===== src/rtl/digit_serial_adder.sv =====
// Digit-serial add/subtract unit: one DIGIT-wide carry slice, LSB digit first, start/busy/done handshake.
// Define DIGIT_SERIAL_ADDER_OVF_EN to add the registered signed-overflow output ovf.
module digit_serial_adder #(
    parameter int WIDTH = 16,
    parameter int DIGIT = 4
) (
    input  logic             clk,
    input  logic             rst_n,
    input  logic             start,
    input  logic             sub,
    input  logic             car_in,
    input  logic [WIDTH-1:0] a,
    input  logic [WIDTH-1:0] b,
    output logic             busy,
    output logic             done,
    output logic [WIDTH-1:0] sum,
    output logic             car_out
`ifdef DIGIT_SERIAL_ADDER_OVF_EN
    ,output logic            ovf
`endif
);

    localparam int NDIG = WIDTH / DIGIT;
    localparam int KW   = (NDIG > 1) ? $clog2(NDIG) : 1;

    typedef enum logic [1:0] {IDLE, RUN, DONE} state_t;

    state_t           state_q, state_d;
    logic [WIDTH-1:0] aSh_q, aSh_d;
    logic [WIDTH-1:0] bSh_q, bSh_d;
    logic [WIDTH-1:0] psum_q, psum_d;
    logic [WIDTH-1:0] sum_q, sum_d;
    logic             carry_q, carry_d;
    logic             carOut_q, carOut_d;
    logic [KW-1:0]    k_q, k_d;

    logic [DIGIT:0]         digitSum;
    logic                   msbCarryIn;
    logic [WIDTH+DIGIT-1:0] psumShift;
    logic                   lastDigit;
    logic                   accept;

    assign digitSum   = {1'b0, aSh_q[DIGIT-1:0]} + {1'b0, bSh_q[DIGIT-1:0]}
                      + {{DIGIT{1'b0}}, carry_q};
    // Carry into the digit's top bit recovered from its sum bit and operand bits.
    assign msbCarryIn = digitSum[DIGIT-1] ^ aSh_q[DIGIT-1] ^ bSh_q[DIGIT-1];
    assign psumShift  = {digitSum[DIGIT-1:0], psum_q};
    assign lastDigit  = (k_q == KW'(NDIG - 1));
    assign accept     = start && ((state_q == IDLE) || (state_q == DONE));

    always_ff @(posedge clk or negedge rst_n) begin
        if (!rst_n) begin
            state_q <= IDLE;
        end else begin
            state_q <= state_d;
        end
    end

    always_comb begin
        state_d = state_q;
        case (state_q)
            IDLE:    if (accept) state_d = RUN;
            RUN:     if (lastDigit) state_d = DONE;
            DONE:    state_d = accept ? RUN : IDLE;
            default: state_d = IDLE;
        endcase
    end

    always_comb begin
        busy = (state_q == RUN);
        done = (state_q == DONE);
    end

    always_comb begin
        aSh_d    = aSh_q;
        bSh_d    = bSh_q;
        psum_d   = psum_q;
        carry_d  = carry_q;
        k_d      = k_q;
        sum_d    = sum_q;
        carOut_d = carOut_q;
        if (accept) begin
            aSh_d   = a;
            bSh_d   = b ^ {WIDTH{sub}};
            carry_d = car_in ^ sub;
            k_d     = '0;
        end else if (state_q == RUN) begin
            aSh_d   = aSh_q >> DIGIT;
            bSh_d   = bSh_q >> DIGIT;
            psum_d  = psumShift[WIDTH+DIGIT-1:DIGIT];
            carry_d = digitSum[DIGIT];
            k_d     = k_q + KW'(1);
            if (lastDigit) begin
                sum_d    = psumShift[WIDTH+DIGIT-1:DIGIT];
                carOut_d = digitSum[DIGIT];
            end
        end
    end

    always_ff @(posedge clk or negedge rst_n) begin
        if (!rst_n) begin
            aSh_q    <= '0;
            bSh_q    <= '0;
            psum_q   <= '0;
            carry_q  <= 1'b0;
            k_q      <= '0;
            sum_q    <= '0;
            carOut_q <= 1'b0;
        end else begin
            aSh_q    <= aSh_d;
            bSh_q    <= bSh_d;
            psum_q   <= psum_d;
            carry_q  <= carry_d;
            k_q      <= k_d;
            sum_q    <= sum_d;
            carOut_q <= carOut_d;
        end
    end

    assign sum     = sum_q;
    assign car_out = carOut_q;

`ifdef DIGIT_SERIAL_ADDER_OVF_EN
    logic ovf_q;

    always_ff @(posedge clk or negedge rst_n) begin
        if (!rst_n) begin
            ovf_q <= 1'b0;
        end else if (state_q == RUN && lastDigit && !accept) begin
            ovf_q <= msbCarryIn ^ digitSum[DIGIT];
        end
    end

    assign ovf = ovf_q;
`endif

endmodule

===== config.mk =====
export PLATFORM = sky130hd
export DESIGN_NAME = digit_serial_adder
export DESIGN_NICKNAME = d
export VERILOG_FILES = /design/src/rtl/digit_serial_adder.sv
export SDC_FILE = /design/constraint.sdc
export NUM_CORES = 1
export LEC_CHECK = 0
export BUFFER_PORTS_ARGS = -buffer_cell sky130_fd_sc_hd__buf_4
export CORE_AREA = 2 2 61 106
export CTS_CLUSTER_SIZE = 16
export DETAILED_ROUTE_END_ITERATION = 10
export DIE_AREA = 0 0 63 108
export PLACE_DENSITY = 0.78
export SLEW_MARGIN = 10
export SYNTH_ARGS = -nofsm -noshare
export SYNTH_HDL_FRONTEND = slang
export SYNTH_SLANG_ARGS = --single-unit

===== constraint.sdc =====
create_clock -name clk -period 1.8 [get_ports clk]
set_input_delay 0.36 -clock clk [delete_from_list [all_inputs] [get_ports clk]]
set_output_delay 0.36 -clock clk [all_outputs]
set_load 0.02 [all_outputs]

### Word level (Yosys, flattened, before mapping)

Index checks and enable logic that the tools add are counted.

* bits in registers: 70
* input port bits: 37

* $add $sub $neg: 3
* equal/unequal tests: 5
* mux-type cells: 12
* bitwise gates (word level): 3
* reduce and logical (&&, ||, !) cells: 7

Operator list (number)
* $mux W16: 4
* $xor A16 B16 Y16: 1
* $mux W2: 4
* $pmux W2 S3: 1
* $add A4 B4 Y5: 1
* $add A5 B1 Y5: 1
* $eq A2 B2 Y1 const B: 2
* $reduce_and A2 Y1: 2
* $mux W1: 3
* $reduce_and A3 Y1: 1
* $add A2 B1 Y2 const B: 1
* $eq A2 B1 Y1 const B: 1
* $logic_not A2 Y1: 1
* $ne A2 B1 Y1 const B: 1
* $ne A2 B2 Y1 const B: 1
* $reduce_bool A2 Y1: 1
* $logic_and A1 B1 Y1: 1
* $logic_or A1 B1 Y1: 1
* $not A1 Y1: 1
* $xor A1 B1 Y1: 1

### Logic depth before layout (Yosys ltp)

* depth in word-level cells: 5
* mapped depth: 7
* depth with buffers taken out: 7

### Least setup slack after synthesis

No wires, ideal clock.

* path type: register -> register
* start: register aSh_q[0]
* end: register carOut_q, in the netlist car_out
* setup time: 0.128 ns
* arrival: 1.495 ns
* data required time: 1.672 ns
* setup slack: 0.178 ns
* cell stages (with the launch flop): 8
* path buffers: 0
* clock period less this slack: 1.622 ns
* cells stage by stage: dfrtp_1 -> fa_1 -> inv_1 -> fa_1 -> inv_1 -> a21o_1 -> a21oi_1 -> o21ai_0

* word-level cells in the longest chain between the ends: 2

Ends and longest elaborated chain
* start: declaration: line 29 `logic [WIDTH-1:0] aSh_q, aSh_d;`
* start signal: assignment: line 110 `aSh_q <= aSh_d;`
* $add A4 B4 Y5: line 43 `assign digitSum = {1'b0, aSh_q[DIGIT-1:0]} + {1'b0, bSh_q[DIGIT-1:0]}`
* $add A5 B1 Y5: line 44 `+ {{DIGIT{1'b0}}, carry_q};`
* end signal: assignment: line 116 `carOut_q <= carOut_d;`
* end: declaration: line 34 `logic carOut_q, carOut_d;`

No other way between the ends.
A chain may end at the register's enable or synchronous reset.

### Final worst setup path

* start: register state_q[1]
* end: output port busy

* word-level cells in the longest chain between the ends: 1

Ends and longest elaborated chain
* start: declaration: line 28 `state_t state_q, state_d;`
* start signal: assignment: line 55 `state_q <= state_d;`
* $eq A2 B1 Y1: line 70 `busy = (state_q == RUN);`
* end: declaration: line 14 `output logic busy,`

No other way between the ends.

==> metrics.txt <==
# TYPE chip_impl_metric gauge
chip_impl_metric{name="worst_slew_margin_rel",unit="%"} 53.2
chip_impl_metric{name="fin_skew",unit="ns"} 0.00610
chip_impl_metric{name="synth.yosys.warnings",unit=""} 0
chip_impl_metric{name="inst_count_dp",unit=""} 386
chip_impl_metric{name="sequentialPowerShare",unit="%"} 38.8
chip_impl_metric{name="vias",unit=""} 2057
chip_impl_metric{name="period_minus_slack",unit="ns"} 1.70
chip_impl_metric{name="clock_tree.htree_level_count",unit=""} 3
chip_impl_info{name="worst-setup-path-type",value="reg2out"} 1
chip_impl_metric{name="drt_wl_total",unit="µm"} 5440
chip_impl_metric{name="synthesized_flop_and_latch_total",unit=""} 66
chip_impl_metric{name="path_clk_slew",unit="ns"} 0.07
chip_impl_info{name="holdCritPathClass",value="in2reg"} 1
chip_impl_metric{name="post-synth-top-area-fraction",unit="%"} 57.7
chip_impl_metric{name="slew_violations",unit=""} 0
chip_impl_metric{name="grt_first_pass_wirelength",unit="µm"} 9500
chip_impl_metric{name="detail_route.vias_per_cell",unit=""} 5.09
chip_impl_info{name="clock-root-buffer",value="clkbuf_8"} 1
chip_impl_metric{name="setup_tns",unit="ns"} 0
chip_impl_metric{name="grt_start_max_net_pins",unit=""} 38
chip_impl_metric{name="final_ant_viol_nets",unit=""} 0
chip_impl_metric{name="clock_tree.buffer_depth",unit=""} 2
chip_impl_metric{name="initial_core_util",unit="%"} 48.7
chip_impl_metric{name="grt_pass1_vias",unit=""} 2034
chip_impl_info{name="run_status",value="finished clean"} 1
chip_impl_metric{name="num_io_pins",unit=""} 56
chip_impl_metric{name="cts_inserted_buffers",unit=""} 9
chip_impl_info{name="yosys-top-cells-count",value="nand2_1 (69), dfrtp_1 (66), mux2_2 (13), o21ai_0 (13)"} 1
chip_impl_metric{name="syn-cell-area",unit="µm²"} 2860
chip_impl_metric{name="synth_edf_count",unit=""} 0
chip_impl_metric{name="grt-ovfl-total",unit=""} 0
chip_impl_metric{name="async_flop_share",unit="%"} 100
chip_impl_info{name="cp-end-kind",value="primary output"} 1
chip_impl_info{name="startpoint_type",value="flip-flop"} 1
chip_impl_metric{name="dieWidth",unit="µm"} 63
chip_impl_metric{name="finalHoldWorstSlack",unit="ns"} 0.232
chip_impl_metric{name="finalSetupViolCount",unit=""} 0
chip_impl_metric{name="layout.cells.non_filler",unit=""} 404
chip_impl_metric{name="synth_cell_type_count",unit=""} 28
chip_impl_metric{name="worstMarginPinSlew",unit="ns"} 0.700
chip_impl_metric{name="numPortBuffers",unit=""} 55
chip_impl_info{name="yosys.cell_count.top_type",value="nand2_1"} 1
chip_impl_metric{name="maxCapViolCount",unit=""} 0
chip_impl_metric{name="synth_fp_nets",unit=""} 306
chip_impl_metric{name="hold_violations",unit=""} 0
chip_impl_metric{name="grt_antenna_before_repair",unit=""} 0
chip_impl_info{name="synth_top_area_cell",value="dfrtp_1"} 1
chip_impl_metric{name="timing.critical_path.arrival",unit="ns"} 1.34
chip_impl_metric{name="core_area",unit="µm²"} 5880
chip_impl_metric{name="clockPowerShare",unit="%"} 20.3
chip_impl_metric{name="grt.total_usage",unit="%"} 18.2
chip_impl_metric{name="timing.final.ws_setup",unit="ns"} 0.0994
chip_impl_metric{name="clock_insertion_delay_worst_skew",unit="ns"} 0.34
chip_impl_metric{name="floorplan.die_area",unit="µm²"} 6800
chip_impl_info{name="netlist_top_cells_area",value="dfrtp_1 (58%), nand2_1 (9.0%), mux2_2 (5.1%), xnor2_1 (3.7%), a221o_1 (3.1%)"} 1
chip_impl_metric{name="power.net_switching",unit="µW"} 2480
chip_impl_metric{name="nets",unit=""} 364
chip_impl_metric{name="p_int",unit="µW"} 4160
chip_impl_metric{name="vdd_drop_max",unit="µV"} 1070
chip_impl_metric{name="power.combinational.fraction",unit="%"} 40.9
chip_impl_metric{name="drt_first_pass_iters",unit=""} 4
chip_impl_metric{name="rows",unit=""} 37
chip_impl_metric{name="place_hpwl",unit="µm"} 3780
chip_impl_metric{name="path_max_fanout",unit=""} 12
chip_impl_metric{name="max_freq",unit="MHz"} 588
chip_impl_info{name="cts_tree",value="built"} 1
chip_impl_metric{name="globalplace.congestion",unit=""} 0.759
chip_impl_metric{name="post-place-ws",unit="ns"} -0.123
chip_impl_info{name="postSynth.topFlopCell",value="dfrtp_1"} 1
chip_impl_metric{name="numClockSinks",unit=""} 66
chip_impl_metric{name="avgSynthCellArea",unit="µm²"} 10.9
chip_impl_metric{name="flow.area_growth_from_synthesis",unit="%"} 25.5
chip_impl_metric{name="post_drt_wl_per_cell",unit="µm"} 13.5
chip_impl_metric{name="drive_gt1_share",unit="%"} 30.4
chip_impl_metric{name="p_sw_share",unit="%"} 37.3
chip_impl_metric{name="vertical_extent_of_the_die",unit="µm"} 108
chip_impl_metric{name="synth.yosys.seq_area_share",unit="%"} 57.7
chip_impl_metric{name="remaining_drc_errors",unit=""} 0
chip_impl_metric{name="power_density",unit="nW/µm²"} 1850
chip_impl_metric{name="first_iter_violations",unit=""} 122
chip_impl_metric{name="final_min_period_over_clock_period",unit="%"} 94.5
chip_impl_metric{name="leakage",unit="µW"} 0.00177
chip_impl_info{name="grt_setup_unrepaired",value="false"} 1
chip_impl_metric{name="layout.filler_cells",unit=""} 516
chip_impl_metric{name="critical_path_required",unit="ns"} 1.44
chip_impl_metric{name="antenna_cells",unit=""} 0
chip_impl_metric{name="synth_cells",unit=""} 263
## routing by layer
layer	wire length, µm	track usage [%]	part of all wire (%)	up-vias
met5	0	0	0	-
li1	-	-	-	1001
met4	136	9.52	2.5	0
met2	2740	29.9	50	56
met3	260	4.68	4.8	10
met1	2310	22.0	42	990
## state kept, by name, indices dropped and copies added (netlist names)
register and cells:
state_q 2, car_out 1, psum_q 12, k_q 2
bSh_q 16, carry_q 1, aSh_q 16, sum 16
## per-stage QoR
stage          utilization [%]  area, µm²  power (µW)
5_1_grt                   61.1       3590        7140
3_3_place_gp              56.9       3350        5140
2_1_floorplan                -       2860        4460
3_5_place_dp              56.9       3350        5290
6_report                  61.1       3590        6640
4_1_cts                   60.9       3580        6660
## critical path, stage by stage, from the launching register on
cell      delay, ns
dfrtp_1        0.37
nand2b_2       0.19
inv_2          0.08
buf_4          0.19
buf_4          0.16
## area by class of cell
cell class / count / area, µm² / area share, %
clock buffers: 9 / 124 / 3.45
clock inverters: 7 / 93.8 / 2.61
repair buffers: 64 / 495 / 13.8
multi-input cells: 174 / 1110 / 30.9
well taps: 78 / 97.6 / 2.71
flip-flops and latches: 66 / 1650 / 45.9
inverters: 6 / 22.5 / 0.627
## cell usage in the layout, fill, tap and decap left out, drive strengths merged
master,n
bufinv,2
nand2,70
a21o,2
xnor2,12
clkbuf,9
clkinvlp,2
a22oi,12
dfrtp,66
buf,63
a21oi,2
ha,4
clkinv,3
inv,6
fa,2
xor2,7
a221o,9
nor2,13
mux2,13
nor2b,2
a22o,5
a31oi,4
dlygate4sd3,1
nor3,1
o21ai,14
nand2b,2
## cells by family after synthesis
logic type               count (synthesis)  synth area share [%]
flip-flops                              66                  57.7
AND/OR/NAND/NOR                         88                  12.2
AO/OA/AOI/OAI                           48                  12.0
buffers and inverters                   23                  4.06
multiplexers                            13                  5.11
adder cells (fa/ha/maj)                  6                  3.15
XOR/XNOR                                19                  5.81
## what timing repair did
item	in CTS	in global routing
gates resized for setup	2	2
buffers inserted	0	1
hold buffers	1	0
endpoints found under the setup margin	5	3
hold endpoints to repair	29	0
## final timing paths
path	startpoint	end	slack [ns]	depth (start not counted)
setup / recovery	state_q[1]$_DFFE_PN0P_	busy	0.1	4
max in group asynchronous	rst_n	aSh_q[2]$_DFFE_PN0P_	0.81	3
hold reg to reg	psum_q[7]$_DFFE_PN0P_	psum_q[7]$_DFFE_PN0P_	0.47	2
setup reg to reg	aSh_q[0]$_DFFE_PN0P_	car_out$_DFFE_PN0P_	0.11	7
hold / removal	a[7]	aSh_q[7]$_DFFE_PN0P_	0.23	3
min in group asynchronous	rst_n	sum[1]$_DFFE_PN0P_	0.47	2
## power groups by stage
stage / registers (µW) / logic (µW) / clock network (µW)
final: 2580 / 2720 / 1350
after global routing: 2670 / 3050 / 1420
after CTS: 2580 / 2720 / 1360
after detailed placement: 2610 / 2690 / 0
after global placement: 2580 / 2570 / 0
after floorplan: 2730 / 1730 / 0
Power figures use the tool's default switching activity.
